--- src/rtl/wb_trace_buffer.sv ---
// wb_trace_buffer: captures committed register-file writes into a DEPTH-entry FIFO drained over valid/ready.
// Define WB_TRACE_PC_EN to also capture the commit PC in every entry; otherwise trace_pc is tied to 0.
module wb_trace_buffer #(
  parameter int DEPTH  = 16,
  parameter int ADDR_W = 4
) (
  input  logic              clk,
  input  logic              rst,
  input  logic              wb_valid,
  input  logic [4:0]        wb_reg,
  input  logic [31:0]       wb_data,
  input  logic [31:0]       wb_pc,
  input  logic              enable,
  input  logic              flush,
  output logic              trace_valid,
  input  logic              trace_ready,
  output logic [4:0]        trace_reg,
  output logic [31:0]       trace_data,
  output logic [31:0]       trace_pc,
  output logic [ADDR_W:0]   count,
  output logic              full,
  output logic              empty,
  output logic [15:0]       overflow_cnt
);

`ifdef WB_TRACE_PC_EN
  localparam int ENTRY_W = 69;
`else
  localparam int ENTRY_W = 37;
`endif
  localparam logic [ADDR_W:0] FULL_CNT = (ADDR_W+1)'(DEPTH);

  logic [ENTRY_W-1:0] mem [DEPTH];
  logic [ENTRY_W-1:0] wrEntry;
  logic [ENTRY_W-1:0] headEntry;
  logic [ADDR_W-1:0]  wrPtr;
  logic [ADDR_W-1:0]  rdPtr;
  logic [ADDR_W:0]    occ;
  logic [15:0]        ovfCnt;
  logic               pushReq;
  logic               pushFire;
  logic               popFire;
  logic               dropEvt;

  // Handshake: an entry leaves on any rising edge where trace_valid and trace_ready are both high;
  // while trace_valid is high and trace_ready low, the head entry and outputs hold stable.
  assign pushReq  = wb_valid & enable & (wb_reg != 5'd0);
  assign popFire  = trace_valid & trace_ready;
  assign pushFire = pushReq & (!full | popFire);
  assign dropEvt  = pushReq & full & !popFire;

`ifdef WB_TRACE_PC_EN
  assign wrEntry = {wb_pc, wb_reg, wb_data};
`else
  logic unusedPc;
  assign unusedPc = ^wb_pc;
  assign wrEntry  = {wb_reg, wb_data};
`endif

  // Storage has no reset; the empty flag masks stale contents on the outputs.
  always_ff @(posedge clk) begin
    if (pushFire && !flush) begin
      mem[wrPtr] <= wrEntry;
    end
  end

  always_ff @(posedge clk or negedge rst) begin
    if (!rst) begin
      wrPtr  <= '0;
      rdPtr  <= '0;
      occ    <= '0;
      ovfCnt <= '0;
    end else if (flush) begin
      wrPtr  <= '0;
      rdPtr  <= '0;
      occ    <= '0;
      ovfCnt <= '0;
    end else begin
      if (pushFire) wrPtr <= wrPtr + 1'b1;
      if (popFire)  rdPtr <= rdPtr + 1'b1;
      unique case ({pushFire, popFire})
        2'b10:   occ <= occ + 1'b1;
        2'b01:   occ <= occ - 1'b1;
        default: occ <= occ;
      endcase
      if (dropEvt && ovfCnt != 16'hFFFF) ovfCnt <= ovfCnt + 16'd1;
    end
  end

  assign headEntry    = mem[rdPtr];
  assign count        = occ;
  assign full         = (occ == FULL_CNT);
  assign empty        = (occ == '0);
  assign overflow_cnt = ovfCnt;
  assign trace_valid  = !empty;
  assign trace_reg    = empty ? 5'd0  : headEntry[36:32];
  assign trace_data   = empty ? 32'd0 : headEntry[31:0];
`ifdef WB_TRACE_PC_EN
  assign trace_pc     = empty ? 32'd0 : headEntry[68:37];
`else
  assign trace_pc     = 32'd0;
`endif

endmodule

--- config.mk ---
export PLATFORM = sky130hd
export DESIGN_NAME = wb_trace_buffer
export DESIGN_NICKNAME = d
export VERILOG_FILES = /design/src/rtl/wb_trace_buffer.sv
export SDC_FILE = /design/constraint.sdc
export NUM_CORES = 1
export LEC_CHECK = 0
export CAP_MARGIN = 5
export CORE_MARGIN = 1
export CORE_UTILIZATION = 45
export CTS_CLUSTER_SIZE = 8
export DETAILED_ROUTE_END_ITERATION = 8
export PLACE_DENSITY = 0.63
export REMOVE_ABC_BUFFERS = 1
export SKIP_CTS_REPAIR_TIMING = 1
export SLEW_MARGIN = 30
export SYNTH_ARGS = -nofsm -noshare
export SYNTH_HDL_FRONTEND = slang
export SYNTH_SLANG_ARGS = --single-unit
--- constraint.sdc ---
create_clock -name clk -period 3.5 [get_ports clk]
set_input_delay 0.525 -clock clk [delete_from_list [all_inputs] [get_ports clk]]
set_output_delay 0.525 -clock clk [all_outputs]
set_load 0.03 [all_outputs]
Word level (Yosys, flattened, before mapping)
Memory sizes are Yosys's and may differ from the RTL's.
Cells that the tools add are included.
Word-level totals
  bits in registers: 29
  memory bits (writable): 592
  input port bits: 75
  output and inout bits: 93
  logic and storage cells: 45
  memories: 1
Memory list
  mem: depth 16, bits a word 37, read ports 1, clocked after memory_dff 0, write ports 1, RTL line 33  | logic [ENTRY_W-1:0] mem [DEPTH];
Cells by class
  add/sub/neg operators: 5
  equal/unequal tests: 4
  mux-type cells: 12
  bitwise gates (word level): 7
  reductions and logical operators: 12
Operator list (number)
  2-to-1 mux 16 bit: 2
  2-to-1 mux 32 bit: 1
  adder 16 x 1 -> 16 bit (second input constant): 1
  2-to-1 mux 4 bit: 4
  != test 16 bit (second input constant): 1
  2-to-1 mux 5 bit: 2
  case mux 5 bit (2 select lines): 1
  adder 4 x 1 -> 4 bit (second input constant): 2
  AND 1 bit: 6
  nonzero test 2 bit: 3
  adder 5 x 1 -> 5 bit (second input constant): 1
  equality test 5 bit (second input constant): 1
  zero test 5 bit: 1
  nonzero test 5 bit: 1
  subtractor 5 x 1 -> 5 bit (second input constant): 1
  zero test 1 bit: 4
  nonzero test 3 bit: 1
  equality test 2 x 1 -> 1 bit (second input constant): 1
  equality test 2 bit (second input constant): 1
  logical AND 1 bit: 2
  2-to-1 mux 1 bit: 2
  bitwise OR 1 bit: 1

Logic depth before layout (Yosys ltp)
Gate-level depths: netlist (run 1).
  depth in word-level cells: 8
  mapped depth: 10
  mapped depth without buffers: 10

Least setup slack after synthesis (run 1)
OpenSTA, ideal clock, no wires.
  path type: register -> register
  start point: reg occ[1], in the netlist count[1]
  end point: mem mem[12][0], enable pin
  library setup time: 0.431 ns
  data arrival time: 2.872 ns
  data required time: 3.069 ns
  setup slack: 0.197 ns
  stages on the path, launching flop included: 7
  path buffers: 1
  period minus slack after synthesis: 3.303 ns
  path through: dfrtp_1 > or4_1 > buf_2 > nor3_1 > nor2_1 > nand2_1 > nor2_1
Between the ends
  cells in the longest elaborated chain, start to end: 8
  elaborated cells between the ends (all ways): 10
  classes of those cells: 1 x eq/ne; 2 x mux; 3 x bitwise; 4 x reduce/logical
RTL lines
  start: declaration: RTL line 38  | logic [ADDR_W:0] occ;
  start signal: assignment: RTL line 82  | 2'b10: occ <= occ + 1'b1;
  start signal: assignment: RTL line 83  | 2'b01: occ <= occ - 1'b1;
  zero test 5 bit: RTL line 93  | assign empty = (occ == '0);
  zero test 1 bit: RTL line 95  | assign trace_valid = !empty;
  AND 1 bit: RTL line 48  | assign popFire = trace_valid & trace_ready;
  bitwise OR 1 bit *: RTL line 49  | assign pushFire = pushReq & (!full | popFire);
  AND 1 bit *: RTL line 49
  logical AND 1 bit *: RTL line 62  | if (pushFire && !flush) begin
  2-to-1 mux 1 bit *: RTL line 62
  2-to-1 mux 1 bit (not written as such) *: RTL line 63  | mem[wrPtr] <= wrEntry;
  end: declaration: RTL line 33
Every way passes the cells marked *; elsewhere a longest branch is shown, timed or not.

Worst setup path in the final report (run 1)
  start point: reg rdPtr[0]
  end point: out trace_data[30]
Between the ends
  cells in the longest elaborated chain, start to end: 2
RTL lines
  start: declaration: RTL line 37  | logic [ADDR_W-1:0] rdPtr;
  start signal: assignment: RTL line 80  | if (popFire) rdPtr <= rdPtr + 1'b1;
  memory (16 x 37 bit)
  2-to-1 mux 32 bit: RTL line 97  | assign trace_data = empty ? 32'd0 : headEntry[31:0];
  end: declaration: RTL line 18  | output logic [31:0] trace_data,
No other way between the ends.

==> results of run 1 <==
-- path summary, 6_finish.rpt --
path                                                      to  slack, ns                 start
worst max register to register   overflow_cnt[7]$_DFFE_PN0P_       0.69  count[1]$_DFFE_PN0P_
max in group asynchronous               rdPtr[1]$_DFFE_PN0P_       2.42                   rst
min in group clk                        rdPtr[3]$_DFFE_PN0P_       0.58  rdPtr[3]$_DFFE_PN0P_
worst min register to register          rdPtr[3]$_DFFE_PN0P_       0.58  rdPtr[3]$_DFFE_PN0P_
worst min-delay path            overflow_cnt[15]$_DFFE_PN0P_       0.43                   rst
worst max-delay path                          trace_data[30]       0.12  rdPtr[0]$_DFFE_PN0P_
-- power breakdown --
part	internal, mW	switching (mW)
Combinational	1.83	2.27
Sequential	8.22	0.0792
Clock	4.54	2.81
-- state kept, by name, summed over array words and instances (netlist names) --
| signal | count |
|---|---|
| mem | 592 |
| rdPtr | 4 |
| count | 5 |
| overflow_cnt | 16 |
| wrPtr | 4 |
-- kinds of logic after synthesis --
kind of cell,after synthesis,synth area share (%)
AO/OA/AOI/OAI,77,1.96
XOR/XNOR,10,0.360
adder cells (fa/ha/maj),10,0.545
buffers and inverters,98,2.05
flip-flops,621,76.0
multiplexers,228,17.0
other,1,0.0154
AND/OR/NAND/NOR,98,2.06
-- final cells by class --
cell class / count / area share (%)
clock buffer: 106 / 7.88
clock inverter: 4 / 0.128
inverter: 8 / 0.102
multi-input combinational: 455 / 19.0
sequential: 621 / 63.1
tap: 688 / 2.93
timing repair buffer: 169 / 6.87
-- worst register-to-register path: stages, from the launching register on --
cell                      delay (ns)
sky130_fd_sc_hd__dfrtp_1        0.45
sky130_fd_sc_hd__or4_1          0.69
sky130_fd_sc_hd__or3_4          0.39
sky130_fd_sc_hd__or3_4          0.51
sky130_fd_sc_hd__or4_1          0.54
sky130_fd_sc_hd__a21oi_1        0.16
-- synthesized netlist by cell type (2+ instances only) --
master                     count
sky130_fd_sc_hd__edfxtp_1    592
sky130_fd_sc_hd__mux4_2      148
sky130_fd_sc_hd__mux2i_1      80
sky130_fd_sc_hd__clkbuf_1     38
sky130_fd_sc_hd__o22ai_1      37
sky130_fd_sc_hd__nor2_1       35
sky130_fd_sc_hd__buf_4        32
sky130_fd_sc_hd__dfrtp_1      29
sky130_fd_sc_hd__a21oi_1      18
sky130_fd_sc_hd__buf_1        17
sky130_fd_sc_hd__nand2_1      13
sky130_fd_sc_hd__nand3_1      10
sky130_fd_sc_hd__ha_1          9
sky130_fd_sc_hd__or3_1         9
sky130_fd_sc_hd__or4_1         9
sky130_fd_sc_hd__inv_1         8
sky130_fd_sc_hd__nand4_1       7
sky130_fd_sc_hd__o21ai_0       7
sky130_fd_sc_hd__o31ai_1       7
sky130_fd_sc_hd__xnor2_1       6
sky130_fd_sc_hd__nor3_1        4
sky130_fd_sc_hd__xor2_1        4
sky130_fd_sc_hd__and3_1        2
sky130_fd_sc_hd__buf_2         2
sky130_fd_sc_hd__nand2b_1      2
sky130_fd_sc_hd__nor4_1        2
sky130_fd_sc_hd__or3_4         2
-- routing by layer --
layer  wire [um]  vias up  share of wire [%]  track usage, %
met5          17        -              0.032               0
li1            -     5086                  -               -
met3        2560       62                4.9            3.50
met2       26100      330                 50            31.7
met4         797        2                1.5            5.44
met1       22900     6280                 44            27.5
-- stage by stage --
step | util, % | power, mW
after detailed placement | 50.6 | 12.6
after floorplan | - | 11.2
after CTS | 55.1 | 19.9
after global placement | 50.6 | 12.5
final | 55.4 | 19.8
after global routing | 55.4 | 20.4
==> load_flow_metrics.sql, run 1 <==
INSERT INTO impl_metrics (metric_group, metric, value, unit) VALUES
('final_layout', 'area_used_by_multi_input_combinational_logic', '0.00558', 'mm^2'),
('global_routing', 'antenna_found_initial', '1', ''),
('setup_path', 'end_kind', 'primary output', ''),
('run_status', 'run_status', 'complete, no violations', ''),
('sta', 'skew', '0.0182', 'ns'),
('power_and_ir_drop', 'leakage_power_summed_over_all_cells', '9.57', 'nW'),
('logic_synthesis', 'postSynthRegisterBits', '621', ''),
('final_layout', 'sequential_area', '0.0185', 'mm^2'),
('setup_path', 'cp.arrival', '2.86', 'ns'),
('sta', 'clock.fmax', '296', 'MHz'),
('route', 'number_of_search_and_repair_iterations_in_the_first_detailed_routing_pass', '4', ''),
('logic_synthesis', 'synth-edff-count', '592', ''),
('final_layout', 'filler_cell_count', '3974', ''),
('floorplan', 'fp.dieArea', '0.0550', 'mm^2'),
('final_layout', 'layout_commonest_cell', 'sky130_fd_sc_hd__edfxtp_1', ''),
('sta', 'period_needed', '3.38', 'ns'),
('sta', 'finalHoldWorstSlack', '0.434', 'ns'),
('place', 'placed_cell_area', '0.0268', 'mm^2'),
('setup_path', 'crit_type', 'flop to primary output', ''),
('logic_synthesis', 'synth.cell_area', '0.0243', 'mm^2'),
('route', 'route.final.wire_length', '52400', 'um'),
('logic_synthesis', 'synthCells', '1143', ''),
('clocking', 'root_buffer', 'sky130_fd_sc_hd__clkbuf_16', ''),
('run', 'max_cap_violations', '0', ''),
('worst_hold_path', 'class_of_the_tightest_hold_or_removal_check', 'input pin to asynchronous set/reset pin', ''),
('global_routing', 'grt_pass1_wl', '78000', 'um'),
('global_routing', 'number_of_global_route_vias_before_repair', '12400', ''),
('route', 'route.detailed.vias_per_inst', '5.73', ''),
('setup_path', 'worstPathMaxFanout', '10', ''),
('final_layout', 'layoutNonFillerInstCount', '2051', ''),
('setup_path', 'cp_num_buf_inv', '3', ''),
('setup_path', 'critical_path.slowest_cell', 'sky130_fd_sc_hd__clkdlybuf4s50_1', ''),
('clocking', 'clk_latency', '0.60', 'ns'),
('logic_synthesis', 'post_synthesis_sequential_area_ratio', '76.0', '%'),
('clocking', 'cts_max_level', '3', ''),
('sta', 'finalWorstSetupSlack', '0.120', 'ns'),
('setup_path', 'worst_path_largest_cell_delay', '0.62', 'ns'),
('clocking', 'cts_num_sinks', '621', ''),
('place', 'post_placement_worst_setup_slack', '-0.158', 'ns'),
('global_routing', 'global_route_usage_sum', '19.6', '%'),
('logic_synthesis', 'synth-async-reset-ratio', '4.67', '%'),
('power_and_ir_drop', 'power.density_cell_area', '673', 'mW/mm^2'),
('sta', 'final.period_utilization', '96.6', '%'),
('floorplan', 'fp.coreArea', '0.0530', 'mm^2'),
('floorplan', 'num_rows', '84', ''),
('final_layout', 'num-nets-final', '1427', ''),
('global_routing', 'pin_count_of_the_biggest_net_entering_global_routing', '38', ''),
('route', 'num_vias', '11800', ''),
('clocking', 'cts_buffer_depth', '3', ''),
('final_layout', 'final_std_cell_area_no_fill', '0.0294', 'mm^2'),
('setup_path', 'critPathLaunchType', 'flop', ''),
('clocking', 'clock_buffers_created_by_tritoncts', '87', ''),
('logic_synthesis', 'synthesis.area_per_instance', '21.3', 'um^2'),
('sta', 'timing.setup.tns', '0', 'ns'),
('floorplan', 'ios', '168', ''),
('floorplan', 'fp.dieH', '235', 'um'),
('floorplan', 'initial_core_util', '45.9', '%'),
('setup_path', 'cells_on_worst_reg2reg_path', '5', ''),
('logic_synthesis', 'ys.warnings.count', '0', ''),
('setup_path', 'critical_path_s_top_delay_family', 'buffers and inverters', ''),
('global_routing', 'grt_remaining_overflow', '0', ''),
('sta', 'worst_pin_slew', '0.937', 'ns'),
('clocking', 'tritoncts_clock_tree', 'built', ''),
('sta', 'setup_viol_count_final', '0', ''),
('logic_synthesis', 'netlist_top_cells_area', 'sky130_fd_sc_hd__edfxtp_1, sky130_fd_sc_hd__mux4_2, sky130_fd_sc_hd__mux2i_1, sky130_fd_sc_hd__dfrtp_1, sky130_fd_sc_hd__buf_4', ''),
('place', 'place_hpwl', '28600', 'um'),
('route', 'remaining_drc_errors', '0', ''),
('route', 'first_iter_violations', '880', ''),
('logic_synthesis', 'netlist.top_cell.by_area', 'sky130_fd_sc_hd__edfxtp_1', ''),
('clocking', 'clk_pin_slew_worst_paths', '0.05', 'ns'),
('place', 'routabilityCongestion', '0.760', '');
No activity file was read; power rests on OpenSTA's default activity.
==> run 2, diff against run 1 <==
--- a/config.mk
+++ b/config.mk
@@ -5,6 +5,7 @@
 export SDC_FILE = /design/constraint.sdc
 export NUM_CORES = 1
 export LEC_CHECK = 0
+export ABC_AREA = 0
 export CAP_MARGIN = 5
 export CORE_MARGIN = 1
 export CORE_UTILIZATION = 45
==> constraint.sdc (replaced) <==
create_clock -name clk -period 3.5 [get_ports clk]
set_input_delay 0.525 -clock clk [delete_from_list [all_inputs] [get_ports clk]]
set_output_delay 0.525 -clock clk [all_outputs]
set_load 0.005 [all_outputs]
==> load_flow_metrics.sql, run 2 (same netlist as run 1, synthesis figures left out) <==
INSERT INTO impl_metrics (metric_group, metric, value, unit) VALUES
('sta', 'hold_viol', '0', ''),
('sta', 'final_slew_violations', '0', ''),
('clocking', 'root_buffer', 'sky130_fd_sc_hd__clkbuf_16', ''),
('route', 'remaining_drc_errors', '0', ''),
('route', 'number_of_search_and_repair_iterations_in_the_first_detailed_routing_pass', '5', ''),
('route', 'num_vias', '11900', ''),
('floorplan', 'die_w', '235', 'um'),
('sta', 'grt_setup_unrepaired', 'false', ''),
('clocking', 'clock_buffers_created_by_tritoncts', '87', ''),
('sta', 'slew_headroom', '39.6', '%'),
('setup_path', 'cp.arrival', '2.87', 'ns'),
('clocking', 'cts_num_sinks', '621', ''),
('clocking', 'clk_latency', '0.61', 'ns'),
('global_routing', 'number_of_global_route_vias_before_repair', '12600', ''),
('sta', 'period_needed', '3.40', 'ns'),
('worst_hold_path', 'class_of_the_tightest_hold_or_removal_check', 'input pin to asynchronous set/reset pin', ''),
('final_layout', 'layoutNonFillerInstCount', '2072', ''),
('sta', 'worst_pin_slew', '0.904', 'ns'),
('sta', 'final.period_utilization', '97.0', '%'),
('final_layout', 'share_of_final_layout_standard_cells_stronger_than_drive_strength_1', '25.7', '%'),
('route', 'route.final.wire_length', '53000', 'um'),
('final_layout', 'flow.area_growth_from_synthesis', '21.4', '%'),
('sta', 'timing.setup.tns', '0', 'ns'),
('route', 'route.antenna.remaining_nets', '0', ''),
('floorplan', 'fp.dieH', '235', 'um'),
('setup_path', 'worstPathMaxFanout', '16', ''),
('clocking', 'cts_buffer_depth', '3', ''),
('floorplan', 'fp.coreArea', '0.0530', 'mm^2'),
('clocking', 'clk_pin_slew_worst_paths', '0.05', 'ns'),
('sta', 'setup_viol_count_final', '0', ''),
('global_routing', 'global_route_usage_sum', '19.8', '%'),
('global_routing', 'pin_count_of_the_biggest_net_entering_global_routing', '48', ''),
('final_layout', 'largest_reg_flops', '592', ''),
('place', 'routabilityCongestion', '0.765', ''),
('power_and_ir_drop', 'ir_drop', '408', 'uV'),
('floorplan', 'fp.dieArea', '0.0550', 'mm^2'),
('route', 'post_drt_wl_per_cell', '25.6', 'um'),
('place', 'portBuffers', '103', ''),
('place', 'placed_cells_incl_taps', '1935', ''),
('sta', 'clock.fmax', '294', 'MHz'),
('global_routing', 'grt_pass1_wl', '78800', 'um'),
('final_layout', 'final_cell_mix', 'sky130_fd_sc_hd__edfxtp_1, sky130_fd_sc_hd__mux4_2, sky130_fd_sc_hd__clkdlybuf4s50_1', ''),
('clocking', 'cts_max_level', '3', ''),
('run_status', 'run_status', 'complete, no violations', ''),
('final_layout', 'layout_commonest_cell', 'sky130_fd_sc_hd__edfxtp_1', ''),
('clocking', 'tritoncts_clock_tree', 'built', ''),
('global_routing', 'antenna_found_initial', '1', ''),
('floorplan', 'initial_core_util', '45.9', '%'),
('floorplan', 'num_rows', '84', ''),
('setup_path', 'crit_type', 'flop to primary output', ''),
('route', 'route.detailed.vias_per_inst', '5.75', ''),
('run', 'max_cap_violations', '0', ''),
('setup_path', 'end_kind', 'primary output', ''),
('power_and_ir_drop', 'leakage_power_summed_over_all_cells', '9.24', 'nW'),
('final_layout', 'regMostFlops', 'mem', ''),
('setup_path', 'critPathLaunchType', 'flop', ''),
('place', 'place_hpwl', '28700', 'um'),
('final_layout', 'filler_cell_count', '3943', ''),
('sta', 'skew', '0.0214', 'ns'),
('sta', 'finalHoldWorstSlack', '0.233', 'ns'),
('global_routing', 'grt_remaining_overflow', '0', ''),
('floorplan', 'ios', '168', ''),
('route', 'first_iter_violations', '937', ''),
('power_and_ir_drop', 'power.density_cell_area', '657', 'mW/mm^2'),
('setup_path', 'critical_path_required', '2.97', 'ns'),
('final_layout', 'num-nets-final', '1445', '');
==> run 2: cell count changes in the layout (fill, tap and decap cells not counted), moves of 2 or more <==
cell,previous run,this run
sky130_fd_sc_hd__clkdlybuf4s50_1,69,103
sky130_fd_sc_hd__dlymetal6s2s_1,34,0
sky130_fd_sc_hd__buf_4,34,45
sky130_fd_sc_hd__buf_16,2,5
sky130_fd_sc_hd__clkbuf_16,90,93
sky130_fd_sc_hd__buf_6,1,3
sky130_fd_sc_hd__mux2i_1,80,78
sky130_fd_sc_hd__mux2i_2,0,2
sky130_fd_sc_hd__o22ai_1,37,35
sky130_fd_sc_hd__o22ai_2,0,2
==> run 2: routing by layer <==
layer / part of all wire, % / track usage [%] / up-vias
met1: 42 / 26.5 / 6341
li1: - / - / 5134
met5: 0.017 / 0 / -
met2: 50 / 32.1 / 381
met4: 1.6 / 6.25 / 2
met3: 6.3 / 4.60 / 58
==> run 2: worst paths after layout <==
path                                             startpoint  slack (ns)                           to  cells past startpoint
max in group asynchronous                               rst        2.59         rdPtr[0]$_DFFE_PN0P_                      2
worst max-delay path                   rdPtr[0]$_DFFE_PN0P_        0.10                trace_data[4]                      6
worst max register to register         count[1]$_DFFE_PN0P_        0.68  overflow_cnt[7]$_DFFE_PN0P_                      5
worst min register to register  overflow_cnt[9]$_DFFE_PN0P_        0.58  overflow_cnt[9]$_DFFE_PN0P_                      2
min in group clk                overflow_cnt[9]$_DFFE_PN0P_        0.58  overflow_cnt[9]$_DFFE_PN0P_                      2
worst min-delay path                                    rst        0.23  overflow_cnt[3]$_DFFE_PN0P_                      1
==> run 2: cell type report <==
cell class | instances | area, um^2 | share of cell area (%)
sequential | 621 | 18500 | 62.7
multi-input combinational | 455 | 5600 | 19.0
clock buffer | 108 | 2340 | 7.92
timing repair buffer | 187 | 2160 | 7.31
tap | 688 | 861 | 2.91
clock inverter | 4 | 30.0 | 0.102
inverter | 8 | 30.0 | 0.102
antenna | 1 | 2.50 | 0.00847
==> run 2: worst max-delay path: stages (launching register included) <==
cell and delay [ns]:
sky130_fd_sc_hd__dfrtp_4 0.52, sky130_fd_sc_hd__buf_12 0.21, sky130_fd_sc_hd__buf_4 0.18, sky130_fd_sc_hd__mux4_2 0.50, sky130_fd_sc_hd__mux2i_1 0.19, sky130_fd_sc_hd__o22ai_2 0.17, sky130_fd_sc_hd__clkdlybuf4s50_1 0.48
==> run 2: report_power, final <==
part	total [mW]	switching, mW	internal [mW]
logic	3.65	1.67	1.98
clock network	7.44	2.85	4.59
registers	8.31	0.0860	8.22
total	19.4	4.60	14.8
==> run 2: stage by stage <==
step	total power [mW]	cell area, um^2	utilization, %	worst slack (ns)
after floorplan	10.6	24000	-	-3.73
after global placement	11.9	26800	50.6	-0.184
after detailed placement	11.9	26900	50.8	-0.121
after CTS	19.4	29300	55.2	-0.174
after global routing	20.1	29500	55.8	0.0105
final	19.4	29500	55.8	0.104
==> run 3, diff against run 2 <==
--- a/config.mk
+++ b/config.mk
@@ -8,10 +8,10 @@
 export ABC_AREA = 0
 export CAP_MARGIN = 5
 export CORE_MARGIN = 1
-export CORE_UTILIZATION = 45
+export CORE_UTILIZATION = 34
 export CTS_CLUSTER_SIZE = 8
 export DETAILED_ROUTE_END_ITERATION = 8
-export PLACE_DENSITY = 0.63
+export PLACE_DENSITY = 0.5
 export REMOVE_ABC_BUFFERS = 1
 export SKIP_CTS_REPAIR_TIMING = 1
 export SLEW_MARGIN = 30
==> load_flow_metrics.sql, run 3 (same netlist as run 1, synthesis figures left out) <==
INSERT INTO impl_metrics (metric_group, metric, value, unit) VALUES
('route', 'route.final.wire_length', '58200', 'um'),
('clocking', 'clock_buffers_created_by_tritoncts', '87', ''),
('power_and_ir_drop', 'power.density_cell_area', '652', 'mW/mm^2'),
('floorplan', 'initial_core_util', '34.6', '%'),
('setup_path', 'critical_path_s_top_delay_family', 'buffers and inverters', ''),
('clocking', 'root_buffer', 'sky130_fd_sc_hd__clkbuf_16', ''),
('final_layout', 'largest_reg_flops', '592', ''),
('place', 'placed_cells_incl_taps', '2192', ''),
('sta', 'setup_viol_count_final', '0', ''),
('setup_path', 'path_cells', 'buf_4 -> buf_16 -> mux4_2 -> mux2i_1 -> o22ai_1 -> clkdlybuf4s50_1', ''),
('global_routing', 'grt_remaining_overflow', '0', ''),
('floorplan', 'num_rows', '97', ''),
('global_routing', 'number_of_global_route_vias_before_repair', '12400', ''),
('route', 'route.antenna.remaining_nets', '0', ''),
('setup_path', 'worstPathMaxFanout', '18', ''),
('clocking', 'clk_pin_slew_worst_paths', '0.05', 'ns'),
('global_routing', 'antenna_found_initial', '2', ''),
('clocking', 'clk_latency', '0.63', 'ns'),
('final_layout', 'final_std_cell_area_no_fill', '0.0298', 'mm^2'),
('final_layout', 'final_cell_mix', 'sky130_fd_sc_hd__edfxtp_1, sky130_fd_sc_hd__mux4_2, sky130_fd_sc_hd__clkdlybuf4s50_1', ''),
('sta', 'final_slew_violations', '0', ''),
('route', 'num_vias', '11800', ''),
('setup_path', 'crit_type', 'flop to primary output', ''),
('setup_path', 'critical_path.slowest_cell', 'sky130_fd_sc_hd__clkdlybuf4s50_1', ''),
('final_layout', 'area_used_by_multi_input_combinational_logic', '0.00561', 'mm^2'),
('final_layout', 'sequential_area', '0.0185', 'mm^2'),
('final_layout', 'num-nets-final', '1442', ''),
('floorplan', 'fp.dieH', '270', 'um'),
('place', 'portBuffers', '103', ''),
('floorplan', 'fp.dieArea', '0.0726', 'mm^2'),
('sta', 'timing.setup.tns', '0', 'ns'),
('clocking', 'cts_buffer_depth', '3', ''),
('sta', 'final.period_utilization', '97.6', '%'),
('sta', 'clock.fmax', '293', 'MHz'),
('final_layout', 'layout_commonest_cell', 'sky130_fd_sc_hd__edfxtp_1', ''),
('final_layout', 'layoutNonFillerInstCount', '2319', ''),
('final_layout', 'share_of_final_layout_standard_cells_stronger_than_drive_strength_1', '25.7', '%'),
('sta', 'skew', '0.0296', 'ns'),
('floorplan', 'fp.coreArea', '0.0704', 'mm^2'),
('setup_path', 'critPathLaunchType', 'flop', ''),
('final_layout', 'layout.core_utilization', '42.4', '%'),
('global_routing', 'grt_pass1_wl', '85400', 'um'),
('route', 'number_of_search_and_repair_iterations_in_the_first_detailed_routing_pass', '5', ''),
('route', 'post_drt_wl_per_cell', '25.1', 'um'),
('final_layout', 'filler_cell_count', '6142', ''),
('route', 'first_iter_violations', '852', ''),
('final_layout', 'diodes', '0', ''),
('route', 'remaining_drc_errors', '0', ''),
('place', 'routabilityCongestion', '0.722', ''),
('route', 'route.detailed.vias_per_inst', '5.09', ''),
('clocking', 'tritoncts_clock_tree', 'built', ''),
('run_status', 'run_status', 'complete, no violations', ''),
('sta', 'period_needed', '3.42', 'ns'),
('setup_path', 'cp.arrival', '2.89', 'ns'),
('place', 'place_hpwl', '32300', 'um'),
('setup_path', 'end_kind', 'primary output', ''),
('worst_hold_path', 'class_of_the_tightest_hold_or_removal_check', 'input pin to asynchronous set/reset pin', ''),
('final_layout', 'regMostFlops', 'mem', ''),
('setup_path', 'cp_num_buf_inv', '3', ''),
('setup_path', 'worst_path_largest_cell_delay', '0.61', 'ns'),
('power_and_ir_drop', 'leakage_power_summed_over_all_cells', '9.23', 'nW'),
('floorplan', 'die_w', '270', 'um'),
('global_routing', 'pin_count_of_the_biggest_net_entering_global_routing', '49', ''),
('run', 'max_cap_violations', '0', ''),
('sta', 'worst_pin_slew', '0.962', 'ns'),
('sta', 'hold_viol', '0', ''),
('floorplan', 'ios', '168', ''),
('clocking', 'cts_max_level', '3', ''),
('final_layout', 'flow.area_growth_from_synthesis', '22.7', '%'),
('place', 'placed_cell_area', '0.0272', 'mm^2'),
('setup_path', 'critical_path_required', '2.97', 'ns'),
('clocking', 'cts_num_sinks', '621', ''),
('global_routing', 'global_route_usage_sum', '16.1', '%'),
('power_and_ir_drop', 'ir_drop', '473', 'uV'),
('sta', 'slew_headroom', '35.7', '%');
-- run 3: through the flow --
step	setup WS (ns)	hold WS (ns)	total power, mW
3_3_place_gp	-0.198	0.555	12.0
5_1_grt	-0.00478	0.334	20.2
4_1_cts	-0.164	0.273	19.6
3_5_place_dp	-0.156	0.569	12.0
2_1_floorplan	-3.73	0.229	10.6
6_report	0.0830	0.302	19.5
-- run 3: path summary, 6_finish.rpt --
kind	start	endpoint	slack, ns	depth (start not counted)
min in group clk	rdPtr[3]$_DFFE_PN0P_	rdPtr[3]$_DFFE_PN0P_	0.58	2
max reg2reg	count[0]$_DFFE_PN0P_	mem[4][3]$_DFFE_PP_	0.61	7
min reg2reg	rdPtr[3]$_DFFE_PN0P_	rdPtr[3]$_DFFE_PN0P_	0.58	2
max	rdPtr[0]$_DFFE_PN0P_	trace_data[7]	0.08	6
max in group asynchronous	rst	rdPtr[0]$_DFFE_PN0P_	2.86	2
min	rst	overflow_cnt[9]$_DFFE_PN0P_	0.30	2
-- run 3: area by class of cell --
type / count / share of cell area [%]
Sequential cell: 621 / 62.0
Inverter: 8 / 0.101
Tap cell: 940 / 3.94
Multi-Input combinational cell: 455 / 18.8
Timing Repair Buffer: 184 / 7.27
Clock buffer: 107 / 7.76
Clock inverter: 4 / 0.130
-- run 3: where the power goes --
group          switching (mW)  internal (mW)  leakage (nW)  total (mW)
logic                    1.77           1.97          2.36        3.74
clock network            2.89           4.55          1.15        7.45
registers              0.0648           8.22          5.72        8.28
-- run 3: routing by layer --
metal	wire, um	vias up	GRT usage [%]
met5	20	-	0
met4	913	4	4.65
met3	2540	73	2.84
met2	28200	288	25.6
met1	26500	6320	22.6
li1	-	5122	-
